`src/rtl/wb_port_arbiter_pkg.sv`:
```
// Shared types for the writeback port arbiter: grant encoding for the single
// register-file write port.
package wb_port_arbiter_pkg;

  typedef enum logic [1:0] {
    GNT_NONE = 2'd0,
    GNT_PIPE = 2'd1,
    GNT_MDU  = 2'd2
  } grant_e;

endpackage

```
`src/rtl/wb_skid_fifo.sv`:
```
// Small circular queue for MDU results. Exposes the destination field of every
// slot plus a per-slot valid mask so the top level can run hazard compares.
module wb_skid_fifo #(
  parameter int unsigned DEPTH  = 2,
  parameter int unsigned WIDTH  = 19,
  parameter int unsigned DEST_W = 3
) (
  input  logic                         clk,
  input  logic                         rst_n,
  input  logic                         push,
  input  logic                         pop,
  input  logic [WIDTH-1:0]             wdata,
  output logic [WIDTH-1:0]             rdata,
  output logic                         empty,
  output logic [$clog2(DEPTH+1)-1:0]   count,
  output logic [DEPTH-1:0]             tap_valid,
  output logic [DEST_W-1:0]            tap_dest [DEPTH]
);

  localparam int unsigned AW = $clog2(DEPTH);
  localparam int unsigned CW = $clog2(DEPTH + 1);

  logic [WIDTH-1:0] mem_q [DEPTH];
  logic [WIDTH-1:0] mem_d [DEPTH];
  logic [AW-1:0]    rd_q, rd_d, wr_q, wr_d;
  logic [CW-1:0]    count_q, count_d;
  logic [AW-1:0]    offset;

  always_comb begin
    mem_d   = mem_q;
    rd_d    = rd_q;
    wr_d    = wr_q;
    count_d = count_q;
    if (push) begin
      mem_d[wr_q] = wdata;
      wr_d        = wr_q + AW'(1);
    end
    if (pop) rd_d = rd_q + AW'(1);
    case ({push, pop})
      2'b10:   count_d = count_q + CW'(1);
      2'b01:   count_d = count_q - CW'(1);
      default: count_d = count_q;
    endcase
  end

  always_ff @(posedge clk or negedge rst_n) begin
    if (!rst_n) begin
      rd_q    <= '0;
      wr_q    <= '0;
      count_q <= '0;
      for (int unsigned i = 0; i < DEPTH; i++) mem_q[i] <= '0;
    end else begin
      rd_q    <= rd_d;
      wr_q    <= wr_d;
      count_q <= count_d;
      mem_q   <= mem_d;
    end
  end

  // A slot is live when its distance from the read pointer is below the fill count.
  always_comb begin
    tap_valid = '0;
    offset    = '0;
    for (int unsigned i = 0; i < DEPTH; i++) begin
      offset       = AW'(i) - rd_q;
      tap_valid[i] = CW'(offset) < count_q;
      tap_dest[i]  = mem_q[i][WIDTH-1 -: DEST_W];
    end
  end

  assign rdata = mem_q[rd_q];
  assign empty = (count_q == '0);
  assign count = count_q;

endmodule

```
`src/rtl/wb_port_arbiter.sv`:
```
// Arbitrates the register-file write port between pipeline writeback and queued
// MDU results; pipeline wins unless the MDU head has waited MAX_WAIT cycles.
module wb_port_arbiter
  import wb_port_arbiter_pkg::*;
#(
  parameter int unsigned DATA_W     = 16,
  parameter int unsigned RADDR_W    = 3,
  parameter int unsigned FIFO_DEPTH = 2,
  parameter int unsigned MAX_WAIT   = 3
) (
  input  logic               clk,
  input  logic               rst_n,
  input  logic               pipe_wb_valid,
  input  logic [RADDR_W-1:0] pipe_wb_dest,
  input  logic [DATA_W-1:0]  pipe_wb_data,
  output logic               pipe_stall,
  input  logic               mdu_valid,
  output logic               mdu_ready,
  input  logic [RADDR_W-1:0] mdu_dest,
  input  logic [DATA_W-1:0]  mdu_data,
  input  logic [RADDR_W-1:0] id_src1,
  input  logic [RADDR_W-1:0] id_src2,
  input  logic [RADDR_W-1:0] id_dest,
  output logic               id_hazard,
  output logic               rf_we,
  output logic [RADDR_W-1:0] rf_waddr,
  output logic [DATA_W-1:0]  rf_wdata
);

  localparam int unsigned WW = $clog2(MAX_WAIT + 1);
  localparam int unsigned CW = $clog2(FIFO_DEPTH + 1);
  localparam int unsigned EW = RADDR_W + DATA_W;

  grant_e              gnt;
  logic                push, pop, empty;
  logic [CW-1:0]       count;
  logic [EW-1:0]       head;
  logic [FIFO_DEPTH-1:0] tap_valid;
  logic [RADDR_W-1:0]  tap_dest [FIFO_DEPTH];
  logic [RADDR_W-1:0]  head_dest;
  logic [DATA_W-1:0]   head_data;

  logic [WW-1:0]       wait_q, wait_d;
  logic                rf_we_q, rf_we_d;
  logic [RADDR_W-1:0]  rf_waddr_q, rf_waddr_d;
  logic [DATA_W-1:0]   rf_wdata_q, rf_wdata_d;

  wb_skid_fifo #(
    .DEPTH  (FIFO_DEPTH),
    .WIDTH  (EW),
    .DEST_W (RADDR_W)
  ) u_fifo (
    .clk       (clk),
    .rst_n     (rst_n),
    .push      (push),
    .pop       (pop),
    .wdata     ({mdu_dest, mdu_data}),
    .rdata     (head),
    .empty     (empty),
    .count     (count),
    .tap_valid (tap_valid),
    .tap_dest  (tap_dest)
  );

  assign head_dest = head[EW-1 -: RADDR_W];
  assign head_data = head[DATA_W-1:0];
  assign mdu_ready = (count != CW'(FIFO_DEPTH));
  assign push      = mdu_valid && mdu_ready;
  assign pop       = (gnt == GNT_MDU);
  assign pipe_stall = pipe_wb_valid && (gnt == GNT_MDU);

  always_comb begin
    gnt = GNT_NONE;
    if (!empty && (!pipe_wb_valid || wait_q == WW'(MAX_WAIT))) gnt = GNT_MDU;
    else if (pipe_wb_valid)                                    gnt = GNT_PIPE;
  end

  always_comb begin
    wait_d = wait_q;
    if (empty || gnt == GNT_MDU)     wait_d = '0;
    else if (wait_q != WW'(MAX_WAIT)) wait_d = wait_q + WW'(1);
  end

  // Writes to R0 still consume the grant; only the write enable is suppressed.
  always_comb begin
    rf_we_d    = 1'b0;
    rf_waddr_d = rf_waddr_q;
    rf_wdata_d = rf_wdata_q;
    unique case (gnt)
      GNT_PIPE: begin
        rf_we_d    = (pipe_wb_dest != '0);
        rf_waddr_d = pipe_wb_dest;
        rf_wdata_d = pipe_wb_data;
      end
      GNT_MDU: begin
        rf_we_d    = (head_dest != '0);
        rf_waddr_d = head_dest;
        rf_wdata_d = head_data;
      end
      default: ;
    endcase
  end

  // Entries popped this cycle still match: their write lands on the next edge.
  always_comb begin
    id_hazard = 1'b0;
    for (int unsigned i = 0; i < FIFO_DEPTH; i++) begin
      if (tap_valid[i] && tap_dest[i] != '0 &&
          (tap_dest[i] == id_src1 || tap_dest[i] == id_src2 || tap_dest[i] == id_dest))
        id_hazard = 1'b1;
    end
    if (push && mdu_dest != '0 &&
        (mdu_dest == id_src1 || mdu_dest == id_src2 || mdu_dest == id_dest))
      id_hazard = 1'b1;
  end

  always_ff @(posedge clk or negedge rst_n) begin
    if (!rst_n) begin
      wait_q     <= '0;
      rf_we_q    <= 1'b0;
      rf_waddr_q <= '0;
      rf_wdata_q <= '0;
    end else begin
      wait_q     <= wait_d;
      rf_we_q    <= rf_we_d;
      rf_waddr_q <= rf_waddr_d;
      rf_wdata_q <= rf_wdata_d;
    end
  end

  assign rf_we    = rf_we_q;
  assign rf_waddr = rf_waddr_q;
  assign rf_wdata = rf_wdata_q;

endmodule

```
`config.mk`:
```
export PLATFORM = sky130hd
export DESIGN_NAME = wb_port_arbiter
export DESIGN_NICKNAME = d
export VERILOG_FILES = /design/src/rtl/wb_port_arbiter_pkg.sv /design/src/rtl/wb_skid_fifo.sv /design/src/rtl/wb_port_arbiter.sv
export SDC_FILE = /design/constraint.sdc
export NUM_CORES = 1
export LEC_CHECK = 0
export ABC_AREA = 1
export CAP_MARGIN = 20
export CORE_UTILIZATION = 40
export CTS_CLUSTER_SIZE = 8
export DETAILED_ROUTE_END_ITERATION = 8
export PLACE_DENSITY = 0.65
export RECOVER_POWER = 50
export SLEW_MARGIN = 10
export SYNTH_ARGS = -nofsm -noshare
export SYNTH_HDL_FRONTEND = slang
export SYNTH_SLANG_ARGS = --single-unit
```
`constraint.sdc`:
```
create_clock -name clk -period 2.1 [get_ports clk]
set_clock_uncertainty 0.15 [all_clocks]
set_input_delay 0.315 -clock clk [delete_from_list [all_inputs] [get_ports clk]]
set_output_delay 0.315 -clock clk [all_outputs]
set_load 0.02 [all_outputs]
```
### After elaboration in Yosys (flattened, before gate mapping)

Cells that the tools add are included.

| operators by class | value |
|---|---|
| reductions and logical operators | 29 |
| equality and inequality tests | 16 |
| bitwise operators | 2 |
| add/sub/neg operators | 7 |
| $lt $le $gt $ge | 5 |
| mux-type cells | 17 |

Operator list:

| kind | number |
|---|---|
| 19-bit 2-to-1 mux | 4 |
| 38-bit bitwise mux | 1 |
| 16-bit one-hot mux with 2 select lines | 1 |
| 3-bit equality test | 9 |
| 19-bit demux with 1-bit select | 1 |
| 3-bit nonzero test | 5 |
| 1-bit logical AND | 10 |
| 1-bit logical OR | 8 |
| 2-bit equality test, second input constant | 3 |
| 2-bit 2-to-1 mux | 3 |
| 3-bit one-hot mux with 2 select lines | 1 |
| 2-bit nonzero test | 3 |
| 2-bit by 1-bit adder with 2-bit output, second input constant | 2 |
| 2-bit by 1-bit equality test with 1-bit output, second input constant | 2 |
| 2-bit greater-or-equal comparator, second input constant | 2 |
| 1-bit by 2-bit less-than comparator with 1-bit output | 2 |
| 1-bit 2-to-1 mux | 4 |
| 2-bit != test, second input constant | 2 |
| 1-bit NOT with 2-bit output | 2 |
| 2-bit one-hot mux with 2 select lines | 1 |
| 1-bit adder, second input constant | 2 |
| 1-bit logical NOT | 2 |
| 2-bit logical NOT | 1 |
| 2-bit by 1-bit less-than comparator with 1-bit output, second input constant | 1 |
| 3 further kinds | 4 |

| storage, ports and cells | value |
|---|---|
| register bits | 64 |
| output and inout bits | 23 |
| word-level logic and storage cells | 85 |

### Longest topological paths before layout

Gate-level depths: netlist of the first run.

| depth | value |
|---|---|
| depth after elaboration | 7 |
| depth in mapped cells | 9 |
| depth with buffers taken out | 8 |

### Hierarchy

Synthesis of the first run repeated with hierarchy kept, for this count alone.

| second synthesis, totals | value |
|---|---|
| cell total of the unflattened synthesis | 458 |
| area, all modules | 3,438.3 sq um |

By module, submodules not included:

| module | cells each | times used | area an instance (sq um) |
|---|---|---|---|
| wb_skid_fifo | 234 | 1 | 1,891.8 |
| wb_port_arbiter | 224 | 1 | 1,546.5 |

### Worst setup path after synthesis of the first run

Ideal clock, no wire load.

| path | value |
|---|---|
| path kind | reg-to-reg |
| start | register wait_q[0] |
| end | register u_fifo.count_q[1], in the netlist u_fifo.count[1] |
| arrival time | 1,613 ps |
| setup slack | 206 ps |
| stages on the path, launching flop included | 9 |
| library setup time | 131 ps |
| cell sequence | dfrtp_1 ha_1 o21ai_4 inv_2 buf_6 ha_1 a21oi_1 o21ai_0 xor2_1 |

| between the ends | value |
|---|---|
| cells in the longest elaborated chain, start to end | 7 |
| elaborated cells on any way between the ends | 9 |

Ends and longest elaborated chain:

| element | RTL line | text |
|---|---|---|
| start: declaration | wb_port_arbiter.sv:43 | `logic [WW-1:0] wait_q, wait_d;` |
| start signal: assignment | wb_port_arbiter.sv:124 | `wait_q <= wait_d;` |
| 2-bit equality test * | wb_port_arbiter.sv:74 | `if (!empty && (!pipe_wb_valid \|\| wait_q == WW'(MAX_WAIT))) gnt = GNT_MDU;` |
| 1-bit logical OR * | wb_port_arbiter.sv:74 |  |
| 1-bit logical AND * | wb_port_arbiter.sv:74 |  |
| 2-bit 2-to-1 mux * | wb_port_arbiter.sv:74 |  |
| 2-bit equality test * | wb_port_arbiter.sv:69 | `assign pop = (gnt == GNT_MDU);` |
| 2-bit by 1-bit equality test with 1-bit output or 2-bit equality test (tied branches) | wb_skid_fifo.sv:39 | `case ({push, pop})` |
| 2-bit one-hot mux with 2 select lines or 2-bit nonzero test (tied branches) | - |  |
| end signal: assignment | wb_skid_fifo.sv:55 | `count_q <= count_d;` |
| end: declaration | wb_skid_fifo.sv:26 | `logic [CW-1:0] count_q, count_d;` |

Every way passes the cells marked *; elsewhere a longest branch is shown, timed or not.
A chain may end at the register's enable or synchronous reset.

### Worst setup path in the final report of the first run

| path | value |
|---|---|
| start | register u_fifo.count_q[0], in the netlist u_fifo.count[0] |
| end | output mdu_ready |

| between the ends | value |
|---|---|
| cells in the longest elaborated chain, start to end | 1 |

Ends and longest elaborated chain:

| element | RTL line | text |
|---|---|---|
| 2-bit != test | wb_port_arbiter.sv:67 | `assign mdu_ready = (count != CW'(FIFO_DEPTH));` |
| end: declaration | wb_port_arbiter.sv:18 | `output logic mdu_ready,` |

No other way between the ends.

==> flow_summary_export.csv, run 1 <==
group,metric,value,unit
critical_path,r2r_cells,7,
critical_path,required,1.63,ns
clock_network,worstSkewPairLatency,0.33,ns
placed_design,gp_congestion,0.8644,
floorplanning,die_w,94.73,µm
pwr,power.density,1481,nW/µm²
sta,hold-worst-slack,0.2958,ns
finish,antennaDiodeCount,0,
sta,max_freq,498.2,MHz
synthesis,synth_area_per_cell,7.835,µm²
sta,slew_headroom,0.4130,
synthesis,synth-seq-cells,64,
floorplanning,pin_count,74,
sta,period_needed,2.007,ns
clock_network,htreeDepth,3,
global_route,antenna_found_initial,0,
sta,drv_slew,0,
floorplanning,fp-row-count,33,
clock_network,tritoncts,"done",
sta,fin_ws,0.09271,ns
critical_path,cp_max_fo,4,
synthesis,synth-seq-area-share,0.4656,
placed_design,dp_cells,614,
placed_design,detailed_place.area,4290,µm²
global_route,use_met1,0.3016,
synthesis,yosysTopAreaCell,"dfrtp_1",
global_route,use_met3,0.02738,
global_route,grt_max_degree,65,
global_route,grt_pass1_vias,2812,
clock_network,cts.path.max_buffers,2,
clock_network,clkTransAtPathRegs,0.08,ns
placed_design,port_buffers,73,
sta,rsz0062_at_grt,"no",
finish,synthToLayoutAreaGrowth,31.36,%
floorplanning,die-area,8974,µm²
clock_network,numClockSinks,64,
finish,mostFrequentLayoutCells,"nand2_1, dfrtp_1, clkdlybuf4s50_1",
floorplanning,die_height,94.73,µm
critical_path,cp.arrival,1.54,ns
sta,hold_viol,0,
drt,viasPerCell,4.696,
sta,setup_tns,0,ns
global_route,grt_overflow,0,
critical_path,cp-startpoint,"u_fifo.count[0]",
finish,stdcell_count,632,
synthesis,netlist-cell-type-count,30,
finish,drive_gt1_frac,0.1385,
drt,wire_per_inst,12.68,µm
synthesis,yosysWarningCount,0,
critical_path,crit_path_end_kind,"output pin",
synthesis,synth.area.top_cells,"dfrtp_1, nand2_1, o21ai_0, o21ai_2, inv_1",
drt,wl,8016,µm
critical_path,startpoint_type,"flip-flop",
pwr,power_leakage,2.231,nW
flow_run,cap_violations,0,
sta,worst_slew_pin_slew,0.8805,ns
synthesis,synthCells,439,
clock_network,cts_inserted_buffers,9,
drt,drc,0,
drt,drtIter0Drc,150,
global_route,grt.busiest_layer,"met1",
critical_path,r2r_start,"wait_q[0]",
clock_network,cts_root_buffer,"clkbuf_8",
outcome,outcome,"completed",
floorplanning,start_util,0.4165,
drt,drt_pre_antenna_iters,4,
drt,num_vias,2968,
floorplanning,core,8258,µm²
global_route,met2_usage,0.2782,
critical_path,r2r_end,"u_fifo.count[1]",
drt,postRouteAntennaNets,0,
synthesis,synth_area,3440,µm²
placed_design,post-place-ws,-0.3539,ns
finish,design_area,4518,µm²
pwr,vdd_drop_max,0.4711,mV
global_route,track_usage,0.1965,
finish,layout_commonest_cell,"nand2_1",
global_route,grt_pass1_wl,13530,µm
finish,final_nets,575,
min_path,hp-class,"flip-flop to flip-flop",
critical_path,critical_path_class,"flip-flop to output pin",
placed_design,dp_hpwl,5704,µm
sta,setup_viol_count_final,0,
sta,min_period_over_period,0.9559,
critical_path,crit_end,"mdu_ready",
synthesis,synth_top_area_share,0.4656,
critical_path,r2r_slack,0.28,ns
synthesis,synth_nets,492,
==> sequential cells by signal, indices dropped and copies added, names as in the netlist <==
| signal | flops |
|---|---|
| u_fifo.rd_q | 1 |
| wait_q | 2 |
| u_fifo.mem_q | 32 |
| rf_we | 1 |
| u_fifo.tap_dest | 6 |
| rf_wdata | 16 |
| u_fifo.count | 2 |
| rf_waddr | 3 |
| u_fifo.wr_q | 1 |
==> cell type report <==
class	instances	area, µm²
Tap cell	105	131.4
Multi-Input combinational cell	311	1496
Clock inverter	5	103.9
Sequential cell	64	1608
Clock buffer	11	141.4
Inverter	43	166.4
Fill cell	808	3740
Timing Repair Buffer	93	870.8
==> worst max-delay path, cell delays in order (launching register included) <==
cell             delay, ns
dfrtp_2               0.43
inv_2                 0.05
nand2_1               0.11
clkdlybuf4s50_1       0.62
==> Yosys cell counts <==
library cell and n:
nand2_1 159, dfrtp_1 64, inv_1 37, o21ai_0 34
nor2_1 26, o21ai_2 18, nand3_1 16, a21oi_1 15
o21ai_1 14, xnor2_1 12, buf_2 9, buf_6 8
inv_2 4, nor2_4 3, nor3_1 3, ha_1 2
inv_4 2, and3_1 1, buf_4 1, buf_8 1
clkbuf_1 1, clkbuf_2 1, nand2_2 1, nand2_4 1
nor2_2 1, o211ai_1 1, o21ai_4 1, o311ai_0 1
o31ai_1 1, xor2_1 1
==> worst min-delay path by stage <==
| stage | start | end | slack (ns) | cells past startpoint |
|---|---|---|---|---|
| after floorplan | rst_n | rf_waddr[0] | -0.13 | 0 |
| after global placement | rst_n | u_fifo.mem_q[4] | 0.20 | 2 |
| after detailed placement | rst_n | u_fifo.mem_q[3] | 0.21 | 2 |
| after CTS | wait_q[0] | wait_q[0] | 0.30 | 1 |
| after global routing | wait_q[0] | wait_q[0] | 0.31 | 1 |
| final | wait_q[0] | wait_q[0] | 0.30 | 1 |
==> through the flow <==
| stage | utilization | power, mW |
|---|---|---|
| floorplan | - | 4.369 |
| CTS | 0.5498 | 6.776 |
| detailed placement | 0.5195 | 5.461 |
| global placement | 0.5195 | 5.388 |
| global route | 0.5471 | 7.233 |
| finish | 0.5471 | 6.691 |
==> kinds of logic (layout without fill, tap and decap cells) <==
logic type      after synthesis  in the layout  share of synthesized area
fa+ha+maj                     2              2                   0.007274
xor+xnor                     13             13                    0.03310
flops                        64             64                     0.4656
compound gates               85             85                     0.1491
buf+inv                      64            152                    0.09676
simple gates                211            211                     0.2481
==> routing by layer <==
metal	part of all wire	wire (µm)
met1	0.51	4127
met2	0.43	3459
met3	0.042	338
met4	0.011	90
met5	0	0
==> power breakdown <==
part           switching, mW  internal, mW  leakage [nW]
clock                  0.482         0.822         0.124
combinational           1.87          1.30          1.34
sequential             0.360          1.85         0.771
==> repair_timing <==
item	4_1_cts	5_1_grt
hold buffers	1	0
endpoints found under the hold margin	64	0
endpoints found under the setup margin	2	1
pin swaps	0	0
buffers inserted	0	1
resized for setup	10	19
No activity file was read; power rests on OpenSTA's default activity.
==> run 2: changes to the inputs <==
==> constraint.sdc (replaced) <==
create_clock -name clk -period 2.1 [get_ports clk]
set_clock_uncertainty 0.15 [all_clocks]
set_input_delay 0.525 -clock clk [delete_from_list [all_inputs] [get_ports clk]]
set_output_delay 0.525 -clock clk [all_outputs]
set_load 0.02 [all_outputs]
==> flow_summary_export.csv, run 2 (synthesized netlist as in run 1, its figures left out) <==
group,metric,value,unit
clock_network,worstSkewPairLatency,0.34,ns
critical_path,required,1.42,ns
placed_design,dp_cells,631,
finish,final_nets,592,
critical_path,r2r_slack,0.20,ns
min_path,hp-class,"flip-flop to flip-flop",
floorplanning,die_w,94.73,µm
finish,design_area,4614,µm²
finish,largest_reg_flops,32,
global_route,grt_max_degree,65,
critical_path,cp_max_fo,2,
placed_design,detailed_place.area,4418,µm²
clock_network,cts_root_buffer,"clkbuf_8",
critical_path,path_cells,"clkdlybuf4s50_1, nand2_4, nor2_1, nand2_1, nand3_2, buf_6",
min_path,hold_start,"wait_q[0]",
finish,mostFrequentLayoutCells,"nand2_1, dfrtp_1, clkdlybuf4s50_1",
sta,setup_tns,-0.01218,ns
sta,max_freq,473.4,MHz
pwr,vdd_drop_max,0.5735,mV
global_route,grt_pass1_wl,13070,µm
drt,wire_per_inst,12.51,µm
min_path,hold_depth,1,
clock_network,htreeDepth,3,
critical_path,r2r_start,"u_fifo.count[0]",
sta,rsz0062_at_grt,"yes",
drt,viasPerCell,4.710,
sta,fin_ws,-0.01218,ns
global_route,use_met1,0.2932,
global_route,antenna_found_initial,0,
global_route,use_met3,0.02899,
floorplanning,core,8258,µm²
sta,slew_headroom,0.06686,
critical_path,crit_buf_inv,2,
critical_path,worst-path-stages,6,
sta,period_needed,2.112,ns
sta,min_period_over_period,1.006,
pwr,p_total,6.711,mW
clock_network,numClockSinks,64,
sta,hold-worst-slack,0.2938,ns
finish,layout_commonest_cell,"nand2_1",
drt,postRouteAntennaNets,0,
global_route,grt_pass1_vias,2712,
finish,stdcell_count,649,
global_route,track_usage,0.1915,
critical_path,cpMaxStageDelayCell,"clkdlybuf4s50_1",
drt,wl,8116,µm
critical_path,crit_path_end_kind,"output pin",
sta,drv_slew,0,
sta,worst_slew_pin_slew,1.400,ns
floorplanning,die-area,8974,µm²
min_path,holdPathEnd,"wait_q[0]",
global_route,met2_usage,0.2674,
critical_path,r2r_end,"u_fifo.count[1]",
critical_path,cp.arrival,1.44,ns
clock_network,hold_buffers,0,
finish,antennaDiodeCount,0,
placed_design,dp_hpwl,5805,µm
floorplanning,start_util,0.4165,
placed_design,gp_congestion,0.8339,
global_route,grt.busiest_layer,"met1",
finish,n_fill_cell,813,
critical_path,critical_path_class,"primary input to output pin",
sta,hold_viol,0,
placed_design,port_buffers,73,
floorplanning,fp-row-count,33,
critical_path,r2r_cells,10,
clock_network,cts.path.max_buffers,2,
clock_network,clkTransAtPathRegs,0.07,ns
pwr,power_leakage,2.250,nW
drt,num_vias,3057,
sta,setup_viol_count_final,1,
finish,drive_gt1_frac,0.2114,
critical_path,slowest_delay,0.50,ns
critical_path,crit_family,"buffers and inverters",
global_route,grt_overflow,0,
clock_network,cts_inserted_buffers,9,
drt,drc,0,
flow_run,cap_violations,0,
drt,drtIter0Drc,175,
outcome,violations,"negative setup slack",
outcome,outcome,"complete, but fails checks",
pwr,power.density,1454,nW/µm²
clock_network,tritoncts,"done",
critical_path,startpoint_type,"primary input",
floorplanning,pin_count,74,
finish,synthToLayoutAreaGrowth,34.16,%
finish,largest_register,"u_fifo.mem_q",
drt,drt_pre_antenna_iters,4,
floorplanning,die_height,94.73,µm
## run 2: cell count changes in the layout (fill, tap and decap cells not counted), sizes merged
cell	delta
buf	+21
bufinv	-3
clkbuf	+6
clkdlybuf4s15	+4
clkdlybuf4s50	-2
clkinvlp	+2
dlygate4sd2	-4
dlygate4sd3	-1
dlymetal6s2s	-6
## run 2: metrics by stage
| stage | utilization | setup WS, ns |
|---|---|---|
| floorplan | - | 0.2059 |
| finish | 0.5588 | -0.01218 |
| detailed placement | 0.5350 | -0.7633 |
| global route | 0.5588 | -0.08164 |
| CTS | 0.5545 | -0.05700 |
| global placement | 0.5350 | -0.7520 |
## run 2: what timing repair did
item | 4_1_cts | 5_1_grt
setup buffers | 0 | 2
endpoints found under the setup margin | 3 | 2
gates resized for setup | 25 | 52
pin swaps | 0 | 15
## run 2: layout make-up
type	count	area, µm²	area share
clock inverter	4	28.78	0.006236
inverter	43	168.9	0.03661
multi-input combinational	311	1558	0.3376
tap	105	131.4	0.02847
timing repair buffer	110	965.9	0.2093
clock buffer	12	155.1	0.03362
sequential	64	1607	0.3482
## run 2: worst max-delay path by stage
| stage | startpoint | end | slack, ns |
|---|---|---|---|
| global route | u_fifo.tap_dest[0] | id_hazard | -0.08 |
| floorplan | wait_q[0] | u_fifo.count[1] | 0.21 |
| detailed placement | mdu_dest[1] | id_hazard | -0.76 |
| global placement | mdu_dest[1] | id_hazard | -0.75 |
| CTS | id_src1[2] | id_hazard | -0.06 |
| finish | mdu_valid | id_hazard | -0.01 |
## run 2: report_power, final
part | internal (mW) | total, mW | switching (mW)
clock network | 0.493 | 0.978 | 0.485
registers | 1.85 | 2.19 | 0.334
logic | 1.55 | 3.55 | 2.00
total | 3.90 | 6.71 | 2.81
## run 2: layer usage
layer	wire (µm)	share of wire
met4	74	0.0091
met3	367	0.045
met1	4169	0.51
met2	3504	0.43
met5	0	0
==> run 3: changes to the inputs <==
- REMOVE_ABC_BUFFERS: default -> 1
==> flow_summary_export.csv, run 3 (synthesized netlist as in run 1, its figures left out) <==
group,metric,value,unit
floorplanning,pin_count,74,
sta,period_needed,2.152,ns
clock_network,worstSkewPairLatency,0.34,ns
floorplanning,die_height,94.73,µm
clock_network,cts.path.max_buffers,2,
sta,drv_slew,0,
critical_path,startpoint_type,"flip-flop",
finish,synthToLayoutAreaGrowth,35.58,%
sta,slew_headroom,0.05408,
pwr,power_leakage,2.282,nW
min_path,hp-class,"flip-flop to flip-flop",
sta,min_period_over_period,1.025,
floorplanning,core,8258,µm²
placed_design,port_buffers,73,
global_route,grt_max_degree,65,
drt,wl,8236,µm
finish,n_fill_cell,778,
clock_network,clkTransAtPathRegs,0.08,ns
pwr,power.density,1466,nW/µm²
finish,antennaDiodeCount,0,
drt,wire_per_inst,12.69,µm
finish,drive_gt1_frac,0.2371,
clock_network,numClockSinks,64,
floorplanning,die-area,8974,µm²
sta,worst_slew_pin_slew,1.419,ns
finish,mostFrequentLayoutCells,"nand2_1, dfrtp_1, clkdlybuf4s50_1",
finish,final_nets,592,
flow_run,cap_violations,0,
critical_path,required,1.42,ns
pwr,vdd_drop_max,0.6506,mV
placed_design,dp_cells,629,
finish,stdcell_count,649,
drt,postRouteAntennaNets,0,
finish,largest_register,"u_fifo.mem_q",
sta,setup_viol_count_final,1,
drt,viasPerCell,4.809,
clock_network,cts_inserted_buffers,9,
finish,design_area,4663,µm²
floorplanning,die_w,94.73,µm
sta,max_freq,464.6,MHz
drt,num_vias,3121,
drt,drt_pre_antenna_iters,4,
outcome,outcome,"complete, but fails checks",
outcome,violations,"negative setup slack",
global_route,grt_overflow,0,
clock_network,cts_root_buffer,"clkbuf_8",
finish,layout_commonest_cell,"nand2_1",
clock_network,tritoncts,"done",
critical_path,cp_max_fo,3,
critical_path,critical_path_class,"flip-flop to output pin",
global_route,grt_pass1_wl,13820,µm
sta,rsz0062_at_grt,"yes",
floorplanning,start_util,0.4165,
sta,setup_tns,-0.05232,ns
floorplanning,fp-row-count,33,
placed_design,gp_congestion,0.9534,
drt,drtIter0Drc,149,
placed_design,post-place-ws,-0.8048,ns
global_route,grt_pass1_vias,3048,
critical_path,cp.arrival,1.48,ns
sta,fin_ws,-0.05232,ns
sta,hold_viol,0,
drt,drc,0,
global_route,antenna_found_initial,0,
clock_network,htreeDepth,3,
clock_network,hold_buffers,0,
critical_path,crit_path_end_kind,"output pin",
global_route,track_usage,0.1985,
placed_design,dp_hpwl,5667,µm
finish,largest_reg_flops,32,
placed_design,detailed_place.area,4415,µm²
run 3: final cells by class:
type	count	area (µm²)	share of cell area
clock inverter	7	71.32	0.01529
multi-input combinational	311	1602	0.3434
sequential	64	1608	0.3448
clock buffer	9	123.9	0.02656
inverter	43	163.9	0.03515
tap	105	131.4	0.02817
timing repair buffer	110	963.4	0.2066
run 3: what timing repair did:
action                                  in CTS  in global routing
hold endpoints to repair                     0                  0
endpoints found under the setup margin       3                  2
buffers inserted                             0                  4
pin swaps                                    0                 17
resized for setup                           30                 62
run 3: per-stage QoR:
step           power, mW    util  hold slack (ns)
2_1_floorplan      4.164       -          0.07941
3_3_place_gp       5.562  0.5347           0.2824
3_5_place_dp       5.639  0.5347           0.2922
4_1_cts            6.704  0.5577          0.05072
5_1_grt            7.428  0.5647           0.3412
6_report           6.834  0.5647           0.3055
run 3: final timing paths:
check	slack (ns)	to	cells after the start	from
worst max register to register	0.16	u_fifo.mem_q[0]	8	u_fifo.count[0]
worst min-delay path	0.31	wait_q[0]	1	wait_q[0]
min in group asynchronous	0.47	rf_wdata[10]	2	rst_n
worst max-delay path	-0.05	id_hazard	6	u_fifo.tap_dest[3]
worst min register to register	0.31	wait_q[0]	1	wait_q[0]
max in group asynchronous	0.38	u_fifo.tap_dest[1]	2	rst_n
run 3: worst max-delay path: stages (launching register included):
cell and delay [ns]:
dfrtp_1 0.43, buf_6 0.14, o31ai_2 0.22, inv_1 0.09, nand2_2 0.07, nand3_2 0.06
buf_6 0.13
run 3: per-layer routing:
layer	share of wire	GRT usage	up-vias
li1	-	-	1579
met1	0.44	0.2545	1438
met2	0.48	0.3297	86
met3	0.057	0.04831	18
met4	0.021	0.06187	0
met5	0	0	-
run 3: power breakdown:
part | switching, mW | total [mW] | internal [mW]
logic | 1.98 | 3.58 | 1.60
registers | 0.361 | 2.21 | 1.85
clock network | 0.494 | 1.04 | 0.547
